==> src/rtl/seq_comparator.sv <==
// Bit-serial magnitude comparator: walks the operands MSB first, one bit per clock,
// and stops at the first differing bit. Optional two's-complement mode.
module seq_comparator #(
    parameter int WIDTH     = 8,
    parameter bit SIGNED_EN = 1'b1,
    localparam int NB       = $clog2(WIDTH + 1)
) (
    input  logic             clk,
    input  logic             rst,
    input  logic             start,
    input  logic             signed_mode,
    input  logic [WIDTH-1:0] a,
    input  logic [WIDTH-1:0] b,
    output logic             busy,
    output logic             done,
    output logic             l,
    output logic             e,
    output logic             g,
    output logic [NB-1:0]    nbits
);
    localparam int IW = $clog2(WIDTH);

    typedef enum logic {IDLE, CMP} state_t;

    state_t           state_q, state_d;
    logic [WIDTH-1:0] sa_q, sa_d, sb_q, sb_d;
    logic             smode_q, smode_d;
    logic [IW-1:0]    idx_q, idx_d;
    logic [NB-1:0]    cnt_q, cnt_d;
    logic [NB-1:0]    nbits_q, nbits_d;
    logic             l_q, l_d, e_q, e_d, g_q, g_d;
    logic             done_q, done_d;

    logic msb_a, msb_b, at_sign_bit;
    assign msb_a       = sa_q[WIDTH-1];
    assign msb_b       = sb_q[WIDTH-1];
    assign at_sign_bit = (idx_q == IW'(WIDTH - 1));

    always_comb begin
        state_d = state_q;
        sa_d    = sa_q;
        sb_d    = sb_q;
        smode_d = smode_q;
        idx_d   = idx_q;
        cnt_d   = cnt_q;
        nbits_d = nbits_q;
        l_d     = l_q;
        e_d     = e_q;
        g_d     = g_q;
        done_d  = 1'b0;
        case (state_q)
            IDLE: begin
                if (start) begin
                    sa_d    = a;
                    sb_d    = b;
                    smode_d = signed_mode & SIGNED_EN;
                    idx_d   = IW'(WIDTH - 1);
                    cnt_d   = '0;
                    state_d = CMP;
                end
            end
            CMP: begin
                cnt_d = cnt_q + 1'b1;
                if (msb_a != msb_b) begin
                    // A set sign bit means the smaller value, so the sense flips there.
                    if (smode_q && at_sign_bit) begin
                        l_d = msb_a;
                        g_d = msb_b;
                    end else begin
                        l_d = msb_b;
                        g_d = msb_a;
                    end
                    e_d     = 1'b0;
                    nbits_d = cnt_q + 1'b1;
                    done_d  = 1'b1;
                    state_d = IDLE;
                end else if (idx_q != '0) begin
                    sa_d  = sa_q << 1;
                    sb_d  = sb_q << 1;
                    idx_d = idx_q - 1'b1;
                end else begin
                    l_d     = 1'b0;
                    e_d     = 1'b1;
                    g_d     = 1'b0;
                    nbits_d = cnt_q + 1'b1;
                    done_d  = 1'b1;
                    state_d = IDLE;
                end
            end
            default: state_d = IDLE;
        endcase
    end

    always_ff @(posedge clk) begin
        if (rst) begin
            state_q <= IDLE;
            sa_q    <= '0;
            sb_q    <= '0;
            smode_q <= 1'b0;
            idx_q   <= '0;
            cnt_q   <= '0;
            nbits_q <= '0;
            l_q     <= 1'b0;
            e_q     <= 1'b0;
            g_q     <= 1'b0;
            done_q  <= 1'b0;
        end else begin
            state_q <= state_d;
            sa_q    <= sa_d;
            sb_q    <= sb_d;
            smode_q <= smode_d;
            idx_q   <= idx_d;
            cnt_q   <= cnt_d;
            nbits_q <= nbits_d;
            l_q     <= l_d;
            e_q     <= e_d;
            g_q     <= g_d;
            done_q  <= done_d;
        end
    end

    assign busy  = (state_q == CMP);
    assign done  = done_q;
    assign l     = l_q;
    assign e     = e_q;
    assign g     = g_q;
    assign nbits = nbits_q;
endmodule

==> config.mk <==
export PLATFORM = sky130hd
export DESIGN_NAME = seq_comparator
export DESIGN_NICKNAME = d
export VERILOG_FILES = /design/src/rtl/seq_comparator.sv
export SDC_FILE = /design/constraint.sdc
export NUM_CORES = 1
export LEC_CHECK = 0
export CAP_MARGIN = 20
export CORE_ASPECT_RATIO = 1.2
export CORE_MARGIN = 1
export CORE_UTILIZATION = 56
export DETAILED_ROUTE_END_ITERATION = 16
export PLACE_DENSITY = 0.83
export SYNTH_ARGS = -nofsm -noshare
export SYNTH_HDL_FRONTEND = slang
export SYNTH_SLANG_ARGS = --single-unit
==> constraint.sdc <==
create_clock -name clk -period 3 [get_ports clk]
set_clock_uncertainty 0.2 [all_clocks]
set_input_delay 0.3 -clock clk [delete_from_list [all_inputs] [get_ports clk]]
set_output_delay 0.3 -clock clk [all_outputs]
set_load 0.03 [all_outputs]
==> reports/metrics.csv, run 1 <==
stage,metric,value,unit
outcome,outcome,"finished, final reports clean",
detailed_routing,first_iter_violations,39,
place,dp_hpwl,2640,um
setup_path,startpoint,idx_q[0],
setup_path,cp.arrival,2210,ps
min_path,worstHoldPathType,reg -> reg,
power,power_density,550,mW/mm^2
timing,max_slew_margin,47.8,%
finish,final_area,0.00210,sq mm
finish,final_net_count,237,
flow_run,maxCapViolations,0,
cts,cts_setup_buffers,0,
timing,period_minus_slack,2180,ps
timing,layout_setup_ws,824,ps
cts,cts_sinks,33,
power,total_power,1.16,mW
timing,fmax,460,MHz
power,cellLeakagePower,0.800,nW
timing,worstMarginPinSlew,783,ps
min_path,worstHoldPathCells,2,
yosys,yosysMostFrequentCell,dfxtp_1,
detailed_routing,drc,0,
place,pre_cts_slack,874,ps
setup_path,r2r_cells,5,
power,ir_drop,0.528,mV
setup_path,endpoint_kind,register,
yosys,synth_seq_area_share,38.0,%
cts,clk-insertion-delay-late,330,ps
place,portBuffers,28,
min_path,min_from,l,
yosys,synth.distinct_cells,38,
die,dieArea,0.00333,sq mm
setup_path,r2r_slack,820,ps
timing,setup_viol,0,
yosys,async_flop_share,0,%
yosys,yosysWarnings,0,
finish,drive_gt1_share,8.88,%
timing,hold_violations,0,
yosys,synth_top_cells_by_area,"dfxtp_1, mux2i_1, a31oi_1",
detailed_routing,wl,3860,um
die,rows,21,
timing,rsz0062_at_grt,no,
cts,cts_tree,built,
yosys,syn_avg_cell_area,9.14,sq um
setup_path,worstPathRequired,3030,ps
global_routing,grt_pass1_wl,6470,um
cts,cts_hold_buf,0,
setup_path,path_class,reg -> reg,
timing,finalCritPeriodShare,72.5,%
place,gp_congestion,0.732,
detailed_routing,drtPass1Iterations,4,
cts,root_buffer,clkbuf_4,
yosys,syn-num-nets,214,
detailed_routing,vias,1541,
detailed_routing,via_per_inst,6.21,
setup_path,path_max_fanout,18,
setup_path,reg2reg_to,nbits[2],
cts,cts_made_buffers,5,
timing,fin_tns_setup,0,ps
yosys,synth_top_area_cell,dfxtp_1,
place,placed_area,0.00202,sq mm
cts,htreeDepth,2,
yosys,synthTopCellsByCount,"dfxtp_1, mux2i_1, nand3_1",
die,io_pins,29,
detailed_routing,wl_per_cell,15.6,um
yosys,syn_inst,190,
global_routing,grt_overflow,0,
global_routing,grt_antenna_before_repair,0,
global_routing,grt_usage,26.1,%
yosys,synth_edf_count,0,
global_routing,grt_max_degree,32,
setup_path,cp-start-kind,register,
cts,clk_path_buf_depth,2,
die,core,0.00286,sq mm
min_path,holdPathEnd,l,
setup_path,reg2reg_from,idx_q[0],
die,initial_utilization,60.6,%
yosys,synth_top_area_share,38.0,%
yosys,ys_seq_elements,33,
cts,clk_pin_slew_worst_paths,110,ps
yosys,ys.flop_type,dfxtp_1,
global_routing,grt_pass1_vias,1473,
yosys,syn-cell-area,0.00174,sq mm
die,die_height,63.0,um
detailed_routing,drtAntennaViolNets,0,
finish,syn_to_final_growth,21.2,%
timing,slew_violations,0,
cts,cts_resized,0,
finish,antennaDiodeCount,0,
die,die_w,52.8,um
[flip-flops by register name, summed over array words and instances (netlist names)]
name and flops:
busy 1, e 1, done 1, sb_q 8, cnt_q 4, idx_q 3, g 1, smode_q 1
sa_q 8, nbits 4, l 1
[kinds of logic after synthesis]
kind of cell | count (synthesis) | share of synthesized area [%]
AO/OA/AOI/OAI | 64 | 25.3
AND/OR/NAND/NOR | 45 | 14.0
flip-flops | 33 | 38.0
buffers and inverters | 21 | 5.33
multiplexers | 19 | 11.5
XOR/XNOR | 4 | 2.88
adder cells (fa/ha/maj) | 4 | 2.88
[worst max path at each step]
stage / endpoint / slack (ps)
6_report: nbits[2] / 820
5_1_grt: nbits[0] / 690
4_1_cts: nbits[2] / 840
3_5_place_dp: nbits[2] / 870
3_3_place_gp: nbits[0] / 950
2_1_floorplan: sa_q[2] / 1280
[cells in the final DEF (no fill, tap or decap), types with 2 or more instances in the layout]
master           count
clkdlybuf4s50_1     28
clkbuf_4             5
inv_1                4
mux2i_1             17
dfxtp_1             33
a21o_1              10
ha_1                 4
a21oi_1              5
a22oi_1              2
buf_4                5
mux2_4               2
a31oi_1             13
nand2b_1             5
nor2b_1              8
a311oi_1             4
a211oi_1             5
nand3_1             15
o21ai_0             14
nor2_1               9
nor3_1               2
and3b_1              2
nor3b_1              2
o211ai_1             2
o22ai_1              2
[metal layers]
metal	wire, um	up-vias	global-route usage, %
met4	63	0	9.21
met3	158	7	6.57
met5	0	-	0
met1	1690	742	31.8
li1	-	751	-
met2	1950	41	43.0
[power breakdown]
group	internal, mW	switching, mW
Clock	0.199	0.150
Combinational	0.124	0.173
Sequential	0.477	0.0337
[worst max-delay path: stages, from the launching register on]
cell      delay [ps]
dfxtp_1          340
inv_1            100
ha_1             210
nand2b_1         430
a21oi_4          450
mux2_4           330
[metrics by stage]
stage	hold slack [ps]	util (%)	instances
after floorplan	247	-	190
after global placement	261	70.5	240
after detailed placement	287	70.5	240
after CTS	300	73.5	248
after global routing	325	73.5	248
final	298	73.5	248
[area by class of cell]
class                   instances  area, sq um
repair buffers                 33          318
well taps                      34         42.5
fillers                       234          759
clock buffers                   7         55.1
flip-flops and latches         33          661
multi-input cells             136          983
inverters                       4         15.0
clock inverters                 1         30.0
Note: power is estimated with default switching activity, not from simulation.
==> run 2, diff against run 1 <==
--- a/config.mk
+++ b/config.mk
@@ -8,9 +8,9 @@
 export CAP_MARGIN = 20
 export CORE_ASPECT_RATIO = 1.2
 export CORE_MARGIN = 1
-export CORE_UTILIZATION = 56
+export CORE_UTILIZATION = 52
 export DETAILED_ROUTE_END_ITERATION = 16
-export PLACE_DENSITY = 0.83
+export PLACE_DENSITY = 0.78
 export SYNTH_ARGS = -nofsm -noshare
 export SYNTH_HDL_FRONTEND = slang
 export SYNTH_SLANG_ARGS = --single-unit
==> constraint.sdc (replaced) <==
create_clock -name clk -period 2.1 [get_ports clk]
set_clock_uncertainty 0.2 [all_clocks]
set_input_delay 0.21 -clock clk [delete_from_list [all_inputs] [get_ports clk]]
set_output_delay 0.21 -clock clk [all_outputs]
set_load 0.03 [all_outputs]
==> run 2 against run 1 <==
Compared with the run above: clock power grew 4%; global-route usage shrank 1.5 points; via count grew 2.2%; routed wire length shrank 0.57%; worst hold slack lost 5.3 ps; clock-buffer cell count is the same; worst setup slack lost 580 ps; final cell count grew 2.4%; combinational power grew 50%; first-iteration DRC count grew 31%; non-clock buffer count grew 5; design area grew 0.36%; largest cell class unchanged; largest power group unchanged.
==> reports/metrics.csv, run 2 (synthesis gave the netlist of run 1 again) <==
stage,metric,value,unit,change
outcome,outcome,"finished, final reports clean",,
detailed_routing,first_iter_violations,51,,+31%
setup_path,cp.arrival,1890,ps,-320 ps
finish,regArea,661,sq um,unchanged
global_routing,grt_max_degree,37,,+16%
finish,mostFrequentLayoutCells,"dfxtp_1, clkdlybuf4s50_1, mux2i_1",,
min_path,worstHoldPathType,reg -> reg,,
die,core,0.00311,sq mm,+8.6%
flow_run,maxCapViolations,0,,unchanged
setup_path,crit_buf_inv,1,,unchanged
timing,layout_setup_ws,247,ps,-578 ps
power,p_switching,0.502,mW,+41%
place,dp_hpwl,2770,um,+4.8%
cts,cts_made_buffers,5,,unchanged
cts,root_buffer,clkbuf_4,,
cts,clk_path_buf_depth,2,,unchanged
cts,clk_pin_slew_worst_paths,100,ps,about the same
power,cellLeakagePower,0.811,nW,+1.4%
cts,clk-insertion-delay-late,330,ps,about the same
setup_path,cp-start-kind,register,,
detailed_routing,wl,3840,um,-0.57%
global_routing,grt_overflow,0,,unchanged
timing,worstMarginPinSlew,573,ps,-210 ps
setup_path,path_max_fanout,11,,-7
timing,slew_violations,0,,unchanged
place,pre_cts_slack,268,ps,-606 ps
power,clock_power_share,23.7,%,-6.5 points
timing,finalCritPeriodShare,88.3,%,+16 points
die,die_height,65.3,um,+3.7%
detailed_routing,drtPass1Iterations,4,,unchanged
detailed_routing,vias,1575,,+2.2%
timing,hold_violations,0,,unchanged
timing,period_minus_slack,1850,ps,-322 ps
setup_path,cp_top_family,XOR/XNOR gates,,
finish,antennaDiodeCount,0,,unchanged
finish,syn_to_final_growth,21.6,%,
die,rows,22,,+4.8%
setup_path,worstPathRequired,2140,ps,-890 ps
finish,multiInputGateArea,983,sq um,unchanged
timing,fin_tns_setup,0,ps,unchanged
detailed_routing,drtAntennaViolNets,0,,unchanged
die,dieArea,0.00358,sq mm,+7.4%
global_routing,grt_antenna_before_repair,0,,unchanged
global_routing,grt_pass1_wl,6490,um,+0.32%
power,ir_drop,0.580,mV,+9.8%
setup_path,path_cells,xnor2_2 > buf_4 > a31oi_1 > a221oi_1,,
cts,htreeDepth,2,,unchanged
power,power_density,727,mW/mm^2,+32%
setup_path,crit_path_top_delay_cell,xnor2_2,,
finish,final_net_count,242,,+2.1%
power,seq_power_share,47.4,%,+3.3 points
die,die_w,54.8,um,+3.6%
power,internal-power,1.03,mW,+29%
setup_path,cpPeakStageDelay,510,ps,+60 ps
timing,setup_viol,0,,unchanged
cts,cts_sinks,33,,unchanged
global_routing,grt_usage,24.5,%,-1.5 points
finish,fin_util,67.9,%,-5.6 points
detailed_routing,drc,0,,unchanged
finish,reg_top3,"sa_q x8, sb_q x8",,
timing,max_slew_margin,61.6,%,+14 points
global_routing,grt_pass1_vias,1478,,+0.34%
timing,rsz0062_at_grt,no,,
finish,final_common_cell,dfxtp_1,,
detailed_routing,wl_per_cell,15.1,um,-2.9%
power,swShare,32.7,%,+1.8 points
finish,drive_gt1_share,11.0,%,+2.1 points
detailed_routing,via_per_inst,6.20,,-0.21%
cts,cts_setup_buffers,0,,unchanged
cts,cts_tree,built,,
cts,cts_hold_buf,0,,unchanged
timing,fmax,540,MHz,+17%
cts,cts_resized,0,,unchanged
place,portBuffers,28,,unchanged
place,gp_congestion,0.749,,+2.3%
setup_path,path_class,reg -> reg,,
power,combPwrFrac,29.0,%,+3.3 points
die,initial_utilization,55.8,%,-4.8 points
setup_path,endpoint_kind,register,,
die,io_pins,29,,unchanged
finish,fillers,264,,+13%
-- run 2: cell types whose count changed in the layout (fill, tap and decap cells not counted) --
cell,delta
buf_4,+6
bufinv_16,-1
clkdlybuf4s50_1,-1
-- run 2: routing by layer --
| metal | share of wire, % | vias to the layer above | track usage (%) |
|---|---|---|---|
| met3 | 4.5 | 6 | 6.48 |
| met1 | 42 | 773 | 28.6 |
| li1 | - | 755 | - |
| met4 | 1.1 | 0 | 6.09 |
| met5 | 0 | - | 0 |
| met2 | 53 | 41 | 42.8 |
-- run 2: cell type report --
type                    count  area share (%)
well taps                  36            2.13
inverters                   4           0.711
repair buffers             38            16.7
clock buffers               7            2.61
flip-flops and latches     33            31.3
multi-input cells         136            46.6
-- run 2: worst paths after layout --
kind,startpoint,end,slack (ps),cells after the start
hold / removal,nbits[1],nbits[1],290,2
setup reg to reg,sb_q[7],idx_q[1],250,4
setup / recovery,sb_q[7],idx_q[1],250,4
hold reg to reg,nbits[1],nbits[1],290,2
-- run 2: worst register-to-register path: stages, from the launching register on --
cell and delay [ps]:
dfxtp_1 390, xnor2_2 510, buf_4 270, a31oi_1 130
a221oi_1 270
-- run 2: stage by stage --
step	instance area (sq um)	cells	power [mW]	hold slack, ps
final	2110	254	1.54	293
after floorplan	1740	190	1.04	157
after detailed placement	2060	247	1.19	277
after global routing	2110	254	1.63	315
after CTS	2110	254	1.54	292
after global placement	2060	247	1.17	262
-- run 2: power groups by stage --
stage	logic [mW]	registers, mW	clock network [mW]
3_3_place_gp	0.430	0.737	0
6_report	0.445	0.727	0.364
3_5_place_dp	0.446	0.741	0
5_1_grt	0.487	0.737	0.403
2_1_floorplan	0.287	0.752	0
4_1_cts	0.446	0.727	0.369
==> run 3, diff against run 2 <==
--- a/config.mk
+++ b/config.mk
@@ -11,6 +11,7 @@
 export CORE_UTILIZATION = 52
 export DETAILED_ROUTE_END_ITERATION = 16
 export PLACE_DENSITY = 0.78
+export SKIP_LAST_GASP = 1
 export SYNTH_ARGS = -nofsm -noshare
 export SYNTH_HDL_FRONTEND = slang
 export SYNTH_SLANG_ARGS = --single-unit
==> results of run 3 <==
Final layout, timing and power as in run 2 (identical DEF).
